## config.mk

```make
export PLATFORM = sky130hd
export DESIGN_NAME = fios_res_collector
export DESIGN_NICKNAME = d
export VERILOG_FILES = /design/src/rtl/fios_pkg.sv /design/src/rtl/fios_res_bank.sv /design/src/rtl/fios_res_collector.sv
export SDC_FILE = /design/constraint.sdc
export NUM_CORES = 1
export LEC_CHECK = 0
export ABC_AREA = 1
export BUFFER_PORTS_ARGS = -buffer_cell sky130_fd_sc_hd__buf_2
export CAP_MARGIN = 20
export CORE_AREA = 10 10 216 218
export CTS_CLUSTER_DIAMETER = 120
export CTS_CLUSTER_SIZE = 40
export DETAILED_ROUTE_END_ITERATION = 10
export DIE_AREA = 0 0 226 228
export PLACE_DENSITY = 0.55
export SYNTH_ARGS = -nofsm -noshare
export SYNTH_HDL_FRONTEND = slang
export SYNTH_HIERARCHICAL = 1
export SYNTH_SLANG_ARGS = --single-unit
```

## constraint.sdc

```tcl
create_clock -name clock_i -period 4.2 [get_ports clock_i]
set_input_delay 0.63 -clock clock_i [delete_from_list [all_inputs] [get_ports clock_i]]
set_output_delay 0.63 -clock clock_i [all_outputs]
set_load 0.005 [all_outputs]
```

## src/rtl/fios_pkg.sv

```systemverilog
// Shared definitions for the FIOS result collector: word width and read-side states.
package fios_pkg;
  localparam int WORD_W = 17;

  typedef enum logic [1:0] {
    IDLE   = 2'd0,
    LOAD   = 2'd1,
    STREAM = 2'd2
  } rd_state_t;
endpackage

```

## src/rtl/fios_res_bank.sv

```systemverilog
// Two-bank result store: one write port, one read port with an output register
// that holds its value until the next read enable.
module fios_res_bank
  import fios_pkg::*;
#(
  parameter int DEPTH  = 8,
  parameter int ADDR_W = $clog2(DEPTH)
) (
  input  logic              clk,
  input  logic              srst,
  input  logic              we,
  input  logic              wr_bank,
  input  logic [ADDR_W-1:0] wr_addr,
  input  logic [WORD_W-1:0] wr_data,
  input  logic              rd_en,
  input  logic              rd_bank,
  input  logic [ADDR_W-1:0] rd_addr,
  output logic [WORD_W-1:0] rd_data
);
  logic [1:0][WORD_W-1:0] rd_word;
  logic [WORD_W-1:0]      rd_data_d;
  logic [WORD_W-1:0]      rd_data_q;

  for (genvar gi = 0; gi < 2; gi++) begin : g_bank
    logic [WORD_W-1:0] mem_q [DEPTH];

    always_ff @(posedge clk) begin
      if (we && (wr_bank == 1'(gi))) begin
        mem_q[wr_addr] <= wr_data;
      end
    end

    assign rd_word[gi] = mem_q[rd_addr];
  end

  always_comb begin
    rd_data_d = rd_data_q;
    if (rd_en) begin
      rd_data_d = rd_word[rd_bank];
    end
  end

  always_ff @(posedge clk) begin
    if (srst) begin
      rd_data_q <= '0;
    end else begin
      rd_data_q <= rd_data_d;
    end
  end

  assign rd_data = rd_data_q;
endmodule

```

## src/rtl/fios_res_collector.sv

```systemverilog
// Captures s-word Montgomery products into ping-pong banks and drains them
// LSW-first over a valid/ready stream, flagging framing and overrun errors.
module fios_res_collector
  import fios_pkg::*;
#(
  parameter  int s     = 8,
  localparam int IDX_W = $clog2(s + 1)
) (
  input  logic              clock_i,
  input  logic              reset_i,
  input  logic              RES_push_i,
  input  logic [WORD_W-1:0] RES_i,
  input  logic              done_i,
  output logic              slot_free_o,
  output logic              res_valid_o,
  input  logic              res_ready_i,
  output logic [WORD_W-1:0] res_data_o,
  output logic [IDX_W-1:0]  res_idx_o,
  output logic              res_last_o,
  output logic              err_o,
  input  logic              err_clear_i
);
  localparam int                ADDR_W    = $clog2(s);
  localparam logic [IDX_W-1:0]  WORD_CNT  = IDX_W'(s);
  localparam logic [ADDR_W-1:0] LAST_ADDR = ADDR_W'(s - 1);

  logic [1:0]        full_q, full_d, full_set, full_clr;
  logic              wr_bank_q, wr_bank_d;
  logic [IDX_W-1:0]  wr_idx_q, wr_idx_d, eff_cnt;
  logic              rd_bank_q, rd_bank_d;
  logic [ADDR_W-1:0] rd_idx_q, rd_idx_d, rd_addr;
  rd_state_t         state_q, state_d;
  logic              valid_q, valid_d;
  logic              err_q, err_d;
  logic              slot_free_q, slot_free_d;
  logic              push_ok, push_err, done_err, handshake, rd_en;

  // Write side: a push lands only into an empty bank with room left.
  always_comb begin
    push_ok   = RES_push_i && (wr_idx_q < WORD_CNT) && !full_q[wr_bank_q];
    push_err  = RES_push_i && !push_ok;
    eff_cnt   = wr_idx_q + IDX_W'(push_ok);
    wr_idx_d  = eff_cnt;
    wr_bank_d = wr_bank_q;
    full_set  = '0;
    done_err  = 1'b0;
    if (done_i) begin
      wr_idx_d = '0;
      if (eff_cnt == WORD_CNT) begin
        full_set[wr_bank_q] = 1'b1;
        wr_bank_d           = ~wr_bank_q;
      end else begin
        done_err = 1'b1;
      end
    end
  end

  // Read side: the RAM output register doubles as the output data register,
  // so each accepted word triggers the read of the next one.
  always_comb begin
    state_d   = state_q;
    rd_idx_d  = rd_idx_q;
    rd_bank_d = rd_bank_q;
    valid_d   = valid_q;
    full_clr  = '0;
    rd_en     = 1'b0;
    rd_addr   = rd_idx_q;
    handshake = valid_q && res_ready_i;
    case (state_q)
      IDLE: begin
        if (full_q[rd_bank_q]) begin
          state_d  = LOAD;
          rd_idx_d = '0;
        end
      end
      LOAD: begin
        rd_en   = 1'b1;
        valid_d = 1'b1;
        state_d = STREAM;
      end
      STREAM: begin
        if (handshake) begin
          if (rd_idx_q == LAST_ADDR) begin
            full_clr[rd_bank_q] = 1'b1;
            rd_bank_d           = ~rd_bank_q;
            rd_idx_d            = '0;
            valid_d             = 1'b0;
            state_d             = full_q[~rd_bank_q] ? LOAD : IDLE;
          end else begin
            rd_idx_d = rd_idx_q + ADDR_W'(1);
            rd_addr  = rd_idx_q + ADDR_W'(1);
            rd_en    = 1'b1;
          end
        end
      end
      default: state_d = IDLE;
    endcase
  end

  always_comb begin
    full_d      = (full_q & ~full_clr) | full_set;
    slot_free_d = !full_d[wr_bank_d] && (wr_idx_d == '0);
    err_d       = err_q;
    if (err_clear_i) begin
      err_d = 1'b0;
    end
    if (push_err || done_err) begin
      err_d = 1'b1;
    end
  end

  always_ff @(posedge clock_i) begin
    if (reset_i) begin
      full_q      <= '0;
      wr_bank_q   <= 1'b0;
      wr_idx_q    <= '0;
      rd_bank_q   <= 1'b0;
      rd_idx_q    <= '0;
      state_q     <= IDLE;
      valid_q     <= 1'b0;
      err_q       <= 1'b0;
      slot_free_q <= 1'b1;
    end else begin
      full_q      <= full_d;
      wr_bank_q   <= wr_bank_d;
      wr_idx_q    <= wr_idx_d;
      rd_bank_q   <= rd_bank_d;
      rd_idx_q    <= rd_idx_d;
      state_q     <= state_d;
      valid_q     <= valid_d;
      err_q       <= err_d;
      slot_free_q <= slot_free_d;
    end
  end

  fios_res_bank #(
    .DEPTH  (s),
    .ADDR_W (ADDR_W)
  ) u_bank (
    .clk     (clock_i),
    .srst    (reset_i),
    .we      (push_ok),
    .wr_bank (wr_bank_q),
    .wr_addr (wr_idx_q[ADDR_W-1:0]),
    .wr_data (RES_i),
    .rd_en   (rd_en),
    .rd_bank (rd_bank_q),
    .rd_addr (rd_addr),
    .rd_data (res_data_o)
  );

  assign res_valid_o = valid_q;
  assign res_idx_o   = IDX_W'(rd_idx_q);
  assign res_last_o  = valid_q && (rd_idx_q == LAST_ADDR);
  assign slot_free_o = slot_free_q;
  assign err_o       = err_q;
endmodule

```

# Word level (Yosys, flattened, before mapping)
# Memory sizes are Yosys's and may differ from the RTL's.
# Index checks and enable logic that the tools add are counted.
[totals]
inputBits = 23
elab_cells = 104
mem_bits_rw = 272
memories = 2
regBits = 33
output_inout_bits = 25
[memory_table]
columns = ["name", "words", "width", "rd", "rd_ports_with_merged_regs", "write_ports", "line", "rtl"]
rows = [
  ["u_bank.g_bank[0].mem_q", 8, 17, 1, 0, 1, "fios_res_bank.sv:25", "logic [WORD_W-1:0] mem_q [DEPTH];"],
  ["u_bank.g_bank[1].mem_q", 8, 17, 1, 0, 1, "fios_res_bank.sv:25", ""],
]
[op_classes]
reduce_logical = 23
n_addsub = 2
bitwise = 5
mux = 48
eq_ne = 7
order_cmp = 7
[ops]
columns = ["cell", "n"]
rows = [
  ["$mux W17", 2],
  ["$mux W1", 25],
  ["$mux W3", 6],
  ["$mux W2", 8],
  ["$reduce_and A3 Y1", 4],
  ["$logic_and A1 B1 Y1", 10],
  ["$lt A1 B2 Y1 const B", 4],
  ["$ne A2 B2 Y1 const B", 3],
  ["$pmux W2 S3", 1],
  ["$pmux W3 S2", 1],
  ["$reduce_bool A2 Y1", 3],
  ["$add A4 B1 Y4", 1],
  ["$eq A4 B4 Y1 const B", 1],
  ["$logic_not A4 Y1", 1],
  ["$lt A4 B4 Y1 const B", 1],
  ["$mux W4", 1],
  ["$pmux W1 S2", 2],
  ["$add A3 B1 Y3 const B", 1],
  ["$eq A3 B3 Y1 const B", 1],
  ["$logic_not A1 Y1", 3],
  ["$and A2 B2 Y2", 1],
  ["$demux W1 S1", 2],
  ["$eq A2 B1 Y1 const B", 1],
  ["$eq A2 B2 Y1 const B", 1],
  ["other kinds (6)", 8],
]

# Longest topological paths before layout
[logic_depth]
word_depth = 14
mapped_depth = 19
mapped_depth_nobuf = 19

# By module
# Netlist, hierarchy kept.
[modules_own_cells]
columns = ["mod", "seq_area_each_um2", "n_inst", "cells_per_inst", "area_per_inst_um2"]
rows = [
  ["fios_res_bank", 8508.2, 1, 1012, 11571.1],
  ["fios_res_collector", 320.3, 1, 151, 1021.0],
]

# Worst setup path before layout
# No wires, ideal clock.
[synth_path]
path_type = "input-to-reg"
start = "input RES_push_i"
end = "register slot_free_q (netlist: slot_free_o)"
n_path_buf = 0
setup_ns = 0.111
t_arrival_ns = 2.265
cell_stages = 18
required_ns = 4.089
slack_ns = 1.823
cell_sequence = "inv_1 > nor2_1 > nand3_1 > inv_1 > ha_1 > ha_1 > nor2_1 > nand3_1 > inv_1 > nand2_1 > inv_1 > ha_1 > nand2_1 > o21ai_0 > nor2_1 > nand2_1 > nand2_1 > nor2_1"
[synth_via]
elab_chain_cells = 11
elab_cells_between_ends = 15
cone_classes = "1 x add/sub; 1 x eq/ne; 7 x mux; 1 x bitwise; 5 x reduce/logical"
[synth_lines]
columns = ["item", "line", "rtl"]
rows = [
  ["start: declaration", "fios_res_collector.sv:11", "input logic RES_push_i,"],
  ["$logic_and A1 B1 Y1 (*) (2 in series)", "fios_res_collector.sv:40", "push_ok = RES_push_i && (wr_idx_q < WORD_CNT) && !full_q[wr_bank_q];"],
  ["named net push_ok", "fios_res_collector.sv:36", "logic push_ok, push_err, done_err, handshake, rd_en;"],
  ["$add A4 B1 Y4 (*)", "fios_res_collector.sv:42", "eff_cnt = wr_idx_q + IDX_W'(push_ok);"],
  ["$eq A4 B4 Y1", "fios_res_collector.sv:49", "if (eff_cnt == WORD_CNT) begin"],
  ["$mux W2", "fios_res_collector.sv:49", ""],
  ["$mux W2", "fios_res_collector.sv:47", "if (done_i) begin"],
  ["$or A2 B2 Y2", "fios_res_collector.sv:101", "full_d = (full_q & ~full_clr) | full_set;"],
  ["$mux W1 (implied by the code) (2 in series)", "fios_res_collector.sv:102", "slot_free_d = !full_d[wr_bank_d] && (wr_idx_d == '0);"],
  ["$logic_not A1 Y1", "fios_res_collector.sv:102", ""],
  ["$logic_and A1 B1 Y1 (*)", "fios_res_collector.sv:102", ""],
  ["end signal: assignment", "fios_res_collector.sv:132", "slot_free_q <= slot_free_d;"],
  ["end: declaration", "fios_res_collector.sv:35", "logic slot_free_q, slot_free_d;"],
]
# Mark *: on every way through the listed nets, which the timed path passes. The rest lies on a longest branch. The select of a mux whose other input is x is not followed.
# A chain may end at the register's enable or synchronous reset.

# Worst setup path in the final report
[layout_path]
start = "register rd_idx_q[0]"
end = "register u_bank.rd_data_q[11] (netlist: u_bank/rd_data[11])"
[layout_via]
elab_chain_cells = 7
elab_cells_between_ends = 12
cone_classes = "1 x add/sub; 1 x eq/ne; 8 x mux; 2 x memory"
[layout_lines]
columns = ["item", "line", "rtl"]
rows = [
  ["start: declaration", "fios_res_collector.sv:31", "logic [ADDR_W-1:0] rd_idx_q, rd_idx_d, rd_addr;"],
  ["start signal: assignment", "fios_res_collector.sv:128", "rd_idx_q <= rd_idx_d;"],
  ["$add A3 B1 Y3 or $eq A3 B3 Y1 (tied branches)", "fios_res_collector.sv:91, fios_res_collector.sv:83", ""],
  ["$mux W3 (*)", "fios_res_collector.sv:83", "if (rd_idx_q == LAST_ADDR) begin"],
  ["$mux W3 (*)", "fios_res_collector.sv:82", "if (handshake) begin"],
  ["$mux W3 (*)", "fios_res_collector.sv:69", "case (state_q)"],
  ["named net rd_addr[1]", "fios_res_collector.sv:31", ""],
  ["$mem_v2 Z8 W17", "n/a", ""],
  ["$mux W17 (implied by the code) (*) (2 in series)", "fios_res_bank.sv:39", "rd_data_d = rd_word[rd_bank];"],
  ["end signal: assignment", "fios_res_bank.sv:47", "rd_data_q <= rd_data_d;"],
  ["end: declaration", "fios_res_bank.sv:22", "logic [WORD_W-1:0] rd_data_q;"],
]
# Marked as above.

==> impl_metrics.tcl <==
set metrics [dict create \
    die_x_um 226 \
    powerDensity_nw_per_um2 402 \
    finalHoldWorstSlack_ns 0.426 \
    fin_skew_ns 0.0190 \
    min_path_type "in -> reg" \
    first_global_vias 7945 \
    postLayoutCoreUtil 0.325 \
    yosysWarnings 6 \
    cp_max_fo 68 \
    drive_gt1_frac 0.0975 \
    dp_hpwl_um 17500 \
    syn_nets 1199 \
    start_kind "flip-flop" \
    yosysSeqAreaShare 0.701 \
    syn_area_um2 12600 \
    worst_pin_slew_ns 0.966 \
    cts_buffers 11 \
    cts_tree "built" \
    criticalPathCategory "reg -> reg" \
    ir_drop_mv 0.264 \
    min_period_over_period 0.684 \
    drc 0 \
    synth_cell_types 25 \
    drt_iter0_markers 729 \
    nets 1222 \
    grt_max_degree 137 \
    ant_nets 0 \
    postCtsSetupBuffers 0 \
    layout_commonest_cell "nand2_1" \
    gr-total-overflow 0 \
    start_util 0.296 \
    place_ws_ns 1.39 \
    clock-sinks 305 \
    rsz0062_at_grt "false" \
    rows 76 \
    clockBufferDepth 3 \
    cpMaxStageDelayCell "buf_4" \
    syn_area_per_cell_um2 10.8 \
    slowest_delay_ns 0.72 \
    postCtsHoldBufs 0 \
    fill_cells 4223 \
    endpoint_kind "flip-flop" \
    cts_max_level 1 \
    fin_setup_tns_ns 0 \
    maxCapViolCount 0 \
    final_cell_mix "396 x nand2_1, 272 x edfxtp_1, 238 x nand3_1" \
    worstPathRequired_ns 4.62 \
    status "complete, no violations" \
    setup_ws_ns 1.33 \
    grt_usage 0.124 \
    root_buffer "clkbuf_16" \
    total_power_mw 5.55 \
    clk_pin_slew_ns 0.15 \
    fin_crit_ns 2.87 \
    post_drt_wl_per_cell_um 18.8 \
    clk_latency_ns 0.49 \
    areaGrowthSynthToFinish_pct 9.85 \
    portBuffers 46 \
    coreArea_um2 42500 \
    routed_wl_um 32700 \
    ios 48 \
    hold_viol 0 \
    relSlewSlack 0.356 \
    syn_inst 1163 \
    setup_viol 0 \
    die_h_um 228 \
    drv_slew 0 \
    vias 8270 \
    synth-seq-cells 305 \
    drt_first_pass_iters 5 \
    cp_data_arrival_time_ns 3.29 \
    grt_pass1_wl_um 49400 \
    cts_resized 0 \
    cellLeakagePower_nw 5.11 \
    worstPathCellList "ha_1 -> ha_1 -> nor2_1 -> a32o_2 -> buf_4 -> nand3_1 -> nand3_1 -> nand2_1 -> nand2_1 -> nand3_1 -> nand2_1 -> inv_1" \
    gp_congestion 0.760 \
    antenna_found_initial 2 \
    fmax_ghz 0.348 \
    die_area_um2 51500 \
    viasPerCell 4.76 \
]
final cells by class:
cell class	instances	area, um2	share of cell area
clock inverter	1	16.3	0.00118
clock buffer	16	294	0.0213
multi-input combinational	740	3330	0.241
tap	546	683	0.0494
timing repair buffer	72	463	0.0335
antenna	2	5.00	0.000362
sequential	305	8830	0.638
inverter	56	213	0.0154
synth_stat cells (all sizes together):
cell	number	share of area
nand3b	1	0.00060
clkinv	2	0.00060
nand3	238	0.095
edfxtp	272	0.65
a22oi	1	0.00060
a21boi	1	0.00060
inv	54	0.016
a21oi	10	0.0040
clkbuf	25	0.0075
nor2	70	0.022
dfxtp	33	0.052
ha	13	0.013
nand4	1	0.00050
conb	1	0.00030
buf	37	0.016
o21ai	4	0.0016
nand2	399	0.12
a32o	1	0.00079
kinds of logic after synthesis:
| family | Yosys count | synth area share |
|---|---|---|
| compound gates | 17 | 0.00755 |
| other cells | 1 | 0.000298 |
| simple gates | 709 | 0.238 |
| fa+ha+maj | 13 | 0.0129 |
| buf+inv | 118 | 0.0404 |
| flops | 305 | 0.701 |
final timing paths:
path / slack, ns / depth (start not counted) / endpoint / from
hold reg to reg: 0.52 / 2 / rd_idx_q[1] / rd_idx_q[1]
setup reg to reg: 1.33 / 12 / u_bank/rd_data[11] / rd_idx_q[0]
hold / removal: 0.43 / 3 / err_o / done_i
setup / recovery: 1.33 / 12 / u_bank/rd_data[11] / rd_idx_q[0]
worst max-delay path, delay by kind of cell, from the launching register on:
family | cells | cell delay (ns)
compound gates | 1 | 0.24
fa+ha+maj | 2 | 0.47
buf+inv | 2 | 0.76
flops | 1 | 0.38
simple gates | 7 | 0.87
per-layer routing:
layer / vias to the layer above / GRT usage / routed length [um]
met3: 29 / 0.0154 / 1300
met1: 4105 / 0.157 / 14300
li1: 3976 / - / -
met2: 158 / 0.221 / 16500
met5: - / 0 / 7
met4: 2 / 0.0287 / 499
registers in the layout, summed over array words and instances (netlist names):
register / count
res_valid_o: 1
rd_idx_q: 3
u_bank/rd_data: 17
wr_idx_q: 4
state_q: 2
slot_free_o: 1
wr_bank_q: 1
rd_bank_q: 1
err_o: 1
u_bank/g_bank.mem_q: 272
full_q: 2
through the flow:
stage | cell area [um2] | cells
floorplan | 12600 | 1163
global placement | 13500 | 1719
detailed placement | 13500 | 1719
CTS | 13800 | 1736
global route | 13800 | 1736
finish | 13800 | 1738
report_power, final:
group	internal (mW)	total, mW	switching [mW]
clock network	0.509	1.38	0.868
registers	3.36	3.41	0.0444
logic	0.243	0.770	0.527
total	4.12	5.55	1.44
(Power assumes the default switching activity.)
